**src/rtl/led_zone_pkg.sv**
```systemverilog
// led_zone_pkg: shared types and size helpers for the zone mean accumulator.
//   rgb_t      : packed {r,g,b} pixel at the default channel width
//   state_t    : IDLE / ACCUM / DRAIN
//   sum_w()    : exact width of one zone channel sum
//   mean_shift(): right shift turning a zone sum into an OUT_W mean
package led_zone_pkg;

    localparam int CH_W_DEF = 8;

    typedef struct packed {
        logic [CH_W_DEF-1:0] r;
        logic [CH_W_DEF-1:0] g;
        logic [CH_W_DEF-1:0] b;
    } rgb_t;

    typedef enum logic [1:0] {IDLE, ACCUM, DRAIN} state_t;

    function automatic int sum_w(input int ch_w, input int zw_log2, input int zh_log2);
        return ch_w + zw_log2 + zh_log2;
    endfunction

    function automatic int mean_shift(input int ch_w, input int out_w, input int zw_log2,
                                      input int zh_log2);
        return zw_log2 + zh_log2 + ch_w - out_w;
    endfunction

endpackage

```
**src/rtl/zone_raster_cnt.sv**
```systemverilog
// zone_raster_cnt: raster position tracker for the zone accumulator.
//   clk, rst_n : clock, synchronous active-low reset
//   i_load     : sof beat; the beat is pixel 0, counters move to position 1
//   i_step     : ordinary beat; counters advance by one pixel
//   o_zone     : row-major zone index of the pixel on the current beat
//   o_last     : current position is the final pixel of the frame
//   o_adv      : counters advance on this cycle
module zone_raster_cnt #(
    parameter  int ZONES_X = 4,
    parameter  int ZONES_Y = 4,
    parameter  int ZW_LOG2 = 5,
    parameter  int ZH_LOG2 = 4,
    localparam int ZIW     = $clog2(ZONES_X * ZONES_Y),
    localparam int XW      = (ZONES_X > 1) ? $clog2(ZONES_X) : 1,
    localparam int YW      = (ZONES_Y > 1) ? $clog2(ZONES_Y) : 1
) (
    input  logic           clk,
    input  logic           rst_n,
    input  logic           i_load,
    input  logic           i_step,
    output logic [ZIW-1:0] o_zone,
    output logic           o_last,
    output logic           o_adv
);

    logic [ZW_LOG2-1:0] r_x_in, w_x_src;
    logic [XW-1:0]      r_zone_x, w_zx_src;
    logic [ZH_LOG2-1:0] r_y_in, w_y_src;
    logic [YW-1:0]      r_zone_y, w_zy_src;
    logic               w_x_wrap, w_zx_end, w_zx_wrap, w_y_wrap, w_zy_end;

    // A load restarts from pixel 0 and steps once, so both paths share one incrementer.
    always_comb begin
        w_x_src   = i_load ? '0 : r_x_in;
        w_zx_src  = i_load ? '0 : r_zone_x;
        w_y_src   = i_load ? '0 : r_y_in;
        w_zy_src  = i_load ? '0 : r_zone_y;
        w_x_wrap  = &w_x_src;
        w_zx_end  = w_zx_src == XW'(ZONES_X - 1);
        w_zx_wrap = w_x_wrap && w_zx_end;
        w_y_wrap  = w_zx_wrap && &w_y_src;
        w_zy_end  = w_zy_src == YW'(ZONES_Y - 1);
    end

    assign o_adv  = i_load | i_step;
    assign o_zone = ZIW'(r_zone_y) * ZIW'(ZONES_X) + ZIW'(r_zone_x);
    assign o_last = &r_x_in && (r_zone_x == XW'(ZONES_X - 1)) &&
                    &r_y_in && (r_zone_y == YW'(ZONES_Y - 1));

    always_ff @(posedge clk) begin
        if (!rst_n) begin
            r_x_in   <= '0;
            r_zone_x <= '0;
            r_y_in   <= '0;
            r_zone_y <= '0;
        end else if (o_adv) begin
            r_x_in   <= w_x_src + 1'b1;
            r_zone_x <= w_x_wrap ? (w_zx_end ? '0 : w_zx_src + 1'b1) : w_zx_src;
            r_y_in   <= w_zx_wrap ? w_y_src + 1'b1 : w_y_src;
            r_zone_y <= w_y_wrap ? (w_zy_end ? '0 : w_zy_src + 1'b1) : w_zy_src;
        end
    end

endmodule

```
**src/rtl/zone_mean_accum.sv**
```systemverilog
// zone_mean_accum: per-zone RGB mean calculator for an LED backlight grid.
//   clk, rst_n             : clock, synchronous active-low reset
//   pix_valid/ready/sof    : raster pixel stream handshake, sof marks top-left pixel
//   pix_data               : {R,G,B}, R in MSBs
//   mean_valid/ready       : result stream handshake, one zone per beat
//   mean_zone, mean_r/g/b  : row-major zone index and OUT_W-bit means
//   mean_last              : final zone of the frame
//   busy                   : not IDLE
//   frame_err              : one-cycle pulse after an sof that interrupts a frame
// Build option: define ZONE_MEAN_ROUND_EN for round-half-up means with saturation;
// otherwise means are truncated.
module zone_mean_accum
    import led_zone_pkg::*;
#(
    parameter  int CH_W    = 8,
    parameter  int OUT_W   = 4,
    parameter  int ZONES_X = 4,
    parameter  int ZONES_Y = 4,
    parameter  int ZW_LOG2 = 5,
    parameter  int ZH_LOG2 = 4,
    localparam int NZ      = ZONES_X * ZONES_Y,
    localparam int ZIW     = $clog2(NZ)
) (
    input  logic              clk,
    input  logic              rst_n,
    input  logic              pix_valid,
    output logic              pix_ready,
    input  logic              pix_sof,
    input  logic [3*CH_W-1:0] pix_data,
    output logic              mean_valid,
    input  logic              mean_ready,
    output logic [ZIW-1:0]    mean_zone,
    output logic [OUT_W-1:0]  mean_r,
    output logic [OUT_W-1:0]  mean_g,
    output logic [OUT_W-1:0]  mean_b,
    output logic              mean_last,
    output logic              busy,
    output logic              frame_err
);

    localparam int SUM_W = sum_w(CH_W, ZW_LOG2, ZH_LOG2);
    localparam int SH    = mean_shift(CH_W, OUT_W, ZW_LOG2, ZH_LOG2);
`ifdef ZONE_MEAN_ROUND_EN
    localparam int HALF  = (SH > 0) ? (1 << (SH - 1)) : 0;
    localparam int MAXV  = (1 << OUT_W) - 1;
`endif

    state_t                r_state;
    logic [ZIW-1:0]        r_drain;
    logic                  r_err;
    logic [2:0][SUM_W-1:0] r_sum [NZ];
    logic [2:0][SUM_W-1:0] w_pix, w_drain_sum;
    logic [ZIW-1:0]        w_zone;
    logic                  w_beat, w_load, w_step, w_adv, w_last_pix, w_out_hs;

    function automatic logic [OUT_W-1:0] scale(input logic [SUM_W-1:0] s);
`ifdef ZONE_MEAN_ROUND_EN
        logic [SUM_W:0] t;
        t = {1'b0, s} + (SUM_W + 1)'(HALF);
        return ((t >> SH) > (SUM_W + 1)'(MAXV)) ? OUT_W'(MAXV) : OUT_W'(t >> SH);
`else
        return OUT_W'(s >> SH);
`endif
    endfunction

    // DRAIN blocks the input side, so input and output handshakes never overlap.
    assign pix_ready = rst_n && (r_state != DRAIN);
    assign w_beat    = pix_valid && pix_ready;
    assign w_load    = w_beat && pix_sof;
    assign w_step    = w_beat && !pix_sof && (r_state == ACCUM);
    assign w_out_hs  = mean_valid && mean_ready;

    always_comb
        for (int c = 0; c < 3; c++)
            w_pix[c] = SUM_W'(pix_data[c*CH_W +: CH_W]);

    zone_raster_cnt #(
        .ZONES_X (ZONES_X),
        .ZONES_Y (ZONES_Y),
        .ZW_LOG2 (ZW_LOG2),
        .ZH_LOG2 (ZH_LOG2)
    ) u_raster (
        .clk    (clk),
        .rst_n  (rst_n),
        .i_load (w_load),
        .i_step (w_step),
        .o_zone (w_zone),
        .o_last (w_last_pix),
        .o_adv  (w_adv)
    );

    // An sof beat wipes every zone and seeds zone 0 with its own pixel.
    always_ff @(posedge clk) begin
        for (int z = 0; z < NZ; z++) begin
            if (!rst_n)
                r_sum[z] <= '0;
            else if (w_adv) begin
                if (w_load)
                    r_sum[z] <= (z == 0) ? w_pix : '0;
                else if (w_zone == ZIW'(z))
                    for (int c = 0; c < 3; c++)
                        r_sum[z][c] <= r_sum[z][c] + w_pix[c];
            end
        end
    end

    always_ff @(posedge clk) begin
        if (!rst_n) begin
            r_state <= IDLE;
            r_drain <= '0;
            r_err   <= 1'b0;
        end else begin
            r_err <= w_load && (r_state == ACCUM);
            case (r_state)
                IDLE:
                    if (w_load)
                        r_state <= ACCUM;
                ACCUM:
                    if (w_step && w_last_pix) begin
                        r_state <= DRAIN;
                        r_drain <= '0;
                    end
                DRAIN:
                    if (w_out_hs) begin
                        r_state <= mean_last ? IDLE : DRAIN;
                        r_drain <= mean_last ? '0 : r_drain + 1'b1;
                    end
                default:
                    r_state <= IDLE;
            endcase
        end
    end

    assign w_drain_sum = r_sum[r_drain];
    assign mean_valid  = r_state == DRAIN;
    assign mean_zone   = r_drain;
    assign mean_last   = mean_valid && (r_drain == ZIW'(NZ - 1));
    assign mean_r      = scale(w_drain_sum[2]);
    assign mean_g      = scale(w_drain_sum[1]);
    assign mean_b      = scale(w_drain_sum[0]);
    assign busy        = r_state != IDLE;
    assign frame_err   = r_err;

endmodule

```
**config.mk**
```make
export PLATFORM = sky130hd
export DESIGN_NAME = zone_mean_accum
export DESIGN_NICKNAME = d
export VERILOG_FILES = /design/src/rtl/led_zone_pkg.sv /design/src/rtl/zone_raster_cnt.sv /design/src/rtl/zone_mean_accum.sv
export SDC_FILE = /design/constraint.sdc
export NUM_CORES = 2
export LEC_CHECK = 0
export ABC_AREA = 1
export BUFFER_PORTS_ARGS = -buffer_cell sky130_fd_sc_hd__buf_4
export CAP_MARGIN = 20
export CORE_MARGIN = 2
export CORE_UTILIZATION = 58
export CTS_CLUSTER_SIZE = 24
export DETAILED_ROUTE_END_ITERATION = 16
export GPL_TIMING_DRIVEN = 0
export PLACE_DENSITY = 0.71
export SLEW_MARGIN = 15
export SYNTH_ARGS = -nofsm -noshare
export SYNTH_HDL_FRONTEND = slang
export SYNTH_SLANG_ARGS = --single-unit
```
**constraint.sdc**
```tcl
create_clock -name clk -period 3.9 [get_ports clk]
set_input_delay 0.78 -clock clk [delete_from_list [all_inputs] [get_ports clk]]
set_output_delay 0.78 -clock clk [all_outputs]
set_load 0.05 [all_outputs]
```
## After elaboration in Yosys (flattened, before gate mapping)

Memories as Yosys holds them, arrays and structs flattened. A register that Yosys moved wholly into a read port is not among the register bits.
Index checks and enable logic that the tools add are counted.
W data, S select, Z words.

- Bits in writable memories: 816
- Output and inout bits: 21
- Input port bits: 29
- Memories kept: 1
- Flip-flop bits (word level): 20
- Word-level logic and storage cells: 347

- Muxes and demuxes: 169
- Bitwise gates (word level): 65
- Equal/unequal tests: 26
- Reduce and logical (&&, ||, !) cells: 25
- Add/subtract/negate cells: 54

Memory list:

| memory | words | width | read ports | clocked after Yosys merged registers in | write ports | line | source |
|---|---|---|---|---|---|---|---|
| r_sum | 16 | 51 | 17 | 1 | 16 | zone_mean_accum.sv:51 | `logic [2:0][SUM_W-1:0] r_sum [NZ];` |

Operators by type and width:

| operator | number |
|---|---|
| $add A17 B8 Y17 | 48 |
| $mux W17 | 48 |
| $mux W51 | 16 |
| $mux W1 | 85 |
| $or A1 B1 Y1 | 65 |
| $eq A4 B4 Y1 const B | 9 |
| $mux W4 | 7 |
| $mux W2 | 10 |
| $eq A4 B3 Y1 const B | 4 |
| $logic_and A1 B1 Y1 | 14 |
| $eq A2 B2 Y1 const B | 5 |
| $reduce_and A5 Y1 | 2 |
| $add A4 B1 Y4 const B | 2 |
| $eq A4 B2 Y1 const B | 2 |
| $pmux W4 S2 | 1 |
| $reduce_and A4 Y1 | 2 |
| $ne A2 B1 Y1 const B | 3 |
| $pmux W2 S3 | 1 |
| $reduce_and A3 Y1 | 2 |
| $add A5 B1 Y5 const B | 1 |
| $mux W5 | 1 |
| $add A2 B1 Y2 const B | 2 |
| $add A4 B2 Y4 | 1 |
| $eq A4 B1 Y1 const B | 1 |
| 6 further kinds | 7 |

## Logic depth before layout (Yosys ltp)

- Word-level depth: 11
- Gate-level depth with buffers: 21
- Gate-level depth less buffers: 19

## Modules after synthesis

From an unflattened synthesis, not the netlist that was laid out.

- Cells, all modules: 8046
- Area total of the unflattened synthesis: 60633.2 µm²

Modules (own cells, without submodules):

| module | cells each | times used | seq. area each (µm²) | area an instance (µm²) |
|---|---|---|---|---|
| zone_mean_accum | 7933 | 1 | 24723.7 | 59868.7 |
| zone_raster_cnt | 113 | 1 | 260.2 | 764.5 |

## Least setup slack after synthesis

Ideal clock, no wire load.

- Kind: register -> register
- Start point: register r_state[1]
- End point: memory r_sum[0][0] (netlist bit), enable pin
- Arrival time: 3.376 ns
- Cell stages (with the launch flop): 10
- Clock period less this slack: 3.982 ns
- Path slack: -0.082 ns
- Buffers on the path: 2
- Library setup time: 0.606 ns
- Required time: 3.294 ns
- Path through: dfxtp_1 -> inv_1 -> nor2_1 -> nor2_1 -> nand3_1 -> buf_4 -> inv_1 -> nor2_2 -> buf_2 -> nand2_1

RTL lines:

| what | line | source |
|---|---|---|
| start: declaration | zone_mean_accum.sv:48 | `state_t r_state;` |
| start signal: assignment | zone_mean_accum.sv:125 | `r_state <= mean_last ? IDLE : DRAIN;` |
| end: declaration | zone_mean_accum.sv:51 |  |

==> results.md <==
- 50 I/O pins were placed.
- Summing the areas of all and, or, nand and nor instances in the mapped netlist gives 26.72% of the synthesized area.
- Of the cells placed in the final design, the portion with a size suffix greater than 1 is under 10%.
- In this run the critical register-to-register path is captured at r_sum[2][17]$_SDFFCE_PN0P_.
- The area of the die is between 100,000 and 150,000 um2.
- The length in cells of the worst reg-to-reg path is 9.
- The classification of the worst setup path is reg -> out.
- The placeable core region is 100,000 um2.
- From synthesis to final layout, the design area changed by 8.910%.
- The actual slew at the worst max-slew pin is 1032 ps.
- The number of pins exceeding their max-slew limit in the final report is 0.
- The worst pin sits at a relative slew slack of between 30% and 40%.
- Ranked by total cell area, the synthesized netlist is headed by sky130_fd_sc_hd__edfxtp_1 (42%), sky130_fd_sc_hd__nand2_1 (13%), sky130_fd_sc_hd__ha_1 (8.3%), sky130_fd_sc_hd__nor2_1 (7.8%), sky130_fd_sc_hd__a21oi_1 (5.9%).
- The H-tree was split into 3 levels.
- Including well taps, the total number of placed cells is around 9,000.
- Of all nets on the critical path, the largest fanout is 10.
- For this run, the slowest stage of the critical path takes 560 ps.
- The combinational family with the most area after synthesis is simple AND/OR/NAND/NOR gates.
- For the final routed database, the setup TNS stands at 0 ps.
- The first global-routing pass estimated about 260,000 um of wire.
- The parity-gate share of the synthesized area counting xor and xnor cells is ~1.9%.
- The CTS clock-pin slew for the worst setup and hold paths is 60 ps.
- The cell type contributing the most total cell area after synthesis is sky130_fd_sc_hd__edfxtp_1.
- STA puts the critical path data arrival time at 3030 ps.
- Entering global routing, the biggest net connects 52 pins.
- The most common library cell in the layout ignoring fill and taps is sky130_fd_sc_hd__nand2_1.
- The share of the cycle needed by the critical path after routing is just under 100%.
- Data on the critical path is required at its endpoint by about 3100 ps.
- The worst path setup slack after routing is around 88 ps.
- The beginning of the worst register-to-register path is r_state[1]$_SDFFE_PN0P_.
- The average footprint of a synthesized cell is slightly below 8 um2.
- The via count of the first global-routing pass is 46,533.
- The average via count per standard cell is 5.683.
- STA classifies the critical path endpoint as an output port.
- For this run, design rule violations remaining after detail routing come to 0.
- The compound-gate portion of the synthesized area is 11.97%.
- The run finished with clean final reports.
- The synthesized design contains 840 register bits.
- The adder and majority cell fraction of the synthesized area is under 10%.
- The final route contains 51,683 vias.
- The number of optimization iterations in the first detailed-route pass is 6.
- At the placement stage, the worst setup path has a slack of -592.1 ps.
- The worst hold path belongs to the class in -> reg.
- The worst setup path is launched from a flop.
- The tool flagged a number of max-cap violations equal to 0.
- The startpoint identified for the worst hold timing path is mean_ready.
- The hold-critical path depth is 3.
- Traced cell by cell, the critical path runs through clkbuf_4, buf_2, a21oi_1, o21ai_0, nand2_1, o221ai_1, nand2_1, buf_4.
- Between clock sinks in the finished design, the worst skew comes to around 15 ps.
- Among all stages on the critical path, the largest delay is contributed by sky130_fd_sc_hd__dfxtp_1.
- The top cell types in the final layout, fill and taps aside, are sky130_fd_sc_hd__nand2_1 (1,933), sky130_fd_sc_hd__nor2_1 (1,208), sky130_fd_sc_hd__inv_1 (893).
- The number of standard cells after synthesis is 7,571.
- The number of placement rows is 116.
- Derived from the worst setup path, the maximum achievable clock frequency is between 200 and 300 MHz.
- The clock reaches the later pin of the worst-skew pair after around 680 ps.
- The number of warnings issued by yosys is 0.
- The congestion estimate from routability-driven global placement came to between 1 and 1.5.
- The aggregate global routing overflow is 0.
- The combined area of all synthesized cells is just under 60,000 um2.
- After layout, the design draws a total of about 0.023 W.
- The total count of hold-check failures in the final report came to 0.
- The proportion of register bits with asynchronous set or reset after synthesis is 0%.
- The post-synthesis cell type count is 47.
- The number of enable flip-flop cells after synthesis is between 800 and 900.
- The top cell type by area accounts for roughly two fifths of the synthesized area.
- Detailed placement ended at an HPWL of roughly 110,000 um.
- The width of the chip is 321.5 um.
- The most common cell type on the critical path is sky130_fd_sc_hd__nand2_1.
- The worst-case hold slack is 448.9 ps.
- The number of antenna diodes in the final layout is 0.
- The slack of the worst reg-to-reg path is about 200 ps.
- Counting along the longest clock path gives a buffer depth of 3.
- Setup violations remaining at the end of the flow were counted as 0.
- After the first detailed-routing iteration, the DRC count stood at between 5,000 and 6,000.
- In this run the vertical extent of the chip is between 300 and 400 um.
- The initial antenna violation count is 6.
- The share of synthesized area occupied by flip-flops and latches is between 40 and 50%.
- The effective utilization at floorplan is between 50% and 60%.
- The synthesized net count is around 8,000.
- The minimum clock period after layout is 3812 ps.
- The overall routed net length is between 150,000 and 200,000 um.
- The routed wirelength normalized by instance count is 18.46 um.
- The total track usage is between 30 and 40%.
- During placement, the flow inserted port buffers numbering 49.
- In this run the remaining antenna-violating nets after routing total 0.
- In this run the power density over the cells is around 360 nW/um2.
- The number of buffers created by CTS is 97.
- The finished layout holds 9,095 standard cells, fillers aside.
- In the synthesized netlist the dominant register cell turns out to be sky130_fd_sc_hd__edfxtp_1.
- The portion of synthesized area spent on multiplexers is 0%.
- The number of clock sinks is 840.
- In this run the static leakage power is roughly 29 nW.
- The root buffer cell chosen for the clock tree is sky130_fd_sc_hd__clkbuf_16.
- Setup repair after global routing left no endpoint under its margin.
- The maximum resistive drop on vdd is between 300 and 400 uV.
- The number of buffers inserted by post-CTS setup repair is 0.
- After the last flow step, the layout net total stands at roughly 8,200.
- TritonCTS built the clock tree.
-- worst max-delay path by stage --
stage / startpoint / end / slack [ps]
after floorplan: r_state[1]$_SDFFE_PN0P_ / r_sum[0][0]$_DFFE_PP_ / -80
after global placement: rst_n / r_sum[0][12]$_SDFFCE_PN0P_ / -1730
after detailed placement: rst_n / r_sum[2][0]$_SDFFCE_PN0P_ / -590
after CTS: flop / mean_r[2] / 20
after global routing: flop / mean_b[3] / 40
final: flop / mean_g[0] / 90
-- cells in the mapped netlist, drive strengths merged (2+ instances only) --
master / n
inv: 903
fa: 48
o221ai: 16
and2: 3
a21oi: 688
nor2: 1215
nor4: 16
o211ai: 21
a21boi: 11
nand2b: 3
buf: 63
ha: 389
a31oi: 33
or2: 24
nand3: 457
clkbuf: 59
nor3: 74
xnor2: 33
o21bai: 16
a22o: 10
xor2: 94
o21ai: 379
dfxtp: 24
a21o: 47
o21a: 62
edfxtp: 816
nand4: 67
nor3b: 29
nand3b: 8
nand2: 1955
and3: 2
-- per-layer routing --
layer  share of wire, %  up-vias  global-route usage (%)  wire length, um
li1                   -    25686                       -                -
met3                7.8      310                   3.691            13070
met2                 43     1685                   49.53            72520
met5             0.0066        -                       0               11
met4                4.1        2                   12.81             6902
met1                 45    24000                   46.04            75390
-- cell families after synthesis --
logic type	count (synthesis)
flip-flops	840
adder cells (fa/ha/maj)	437
AO/OA/AOI/OAI	1288
XOR/XNOR	127
buffers and inverters	1025
AND/OR/NAND/NOR	3854
-- repair_timing --
item | in CTS | in global routing
hold buffers | 0 | 0
pin swaps | 0 | 0
gates resized for setup | 28 | 1
endpoints found under the setup margin | 522 | 5
-- report_power, final --
group / internal, W / switching [W]
Combinational: 0.000952 / 0.00222
Clock: 0.00515 / 0.00383
Sequential: 0.0103 / 0.000332
Total: 0.0164 / 0.00637
-- through the flow --
stage	cell area [um2]	utilization, %
6_report	63670	63.67
5_1_grt	63670	63.67
4_1_cts	63670	63.67
3_5_place_dp	60580	60.58
3_3_place_gp	60450	60.45
2_1_floorplan	58460	-
-- area by class of cell --
class | count | area, um2
timing repair buffer | 49 | 367.9
tap | 1298 | 1624
sequential | 840 | 24990
inverter | 903 | 3390
fill | 8775 | 36330
clock buffer | 125 | 2680
buffer | 120 | 555.5
clock inverter | 54 | 376.6
multi-input combinational | 5706 | 29690
-- critical path, delay by kind of cell (launching register included) --
| kind | cells | cell delay, ps |
|---|---|---|
| buffers and inverters | 3 | 890 |
| DFF | 1 | 560 |
| AOI/OAI and AO/OA | 3 | 450 |
| and+or+nand+nor | 2 | 440 |
-- sequential cells by signal, summed over array words and instances, names as in the netlist, named ones only --
signal,count
frame_err,1
r_sum,816
u_raster.r_zone_y,2
u_raster.r_y_in,4
u_raster.r_x_in,5
u_raster.r_zone_x,2
mean_zone,4
r_state,2
Power figures use the tool's default switching activity.
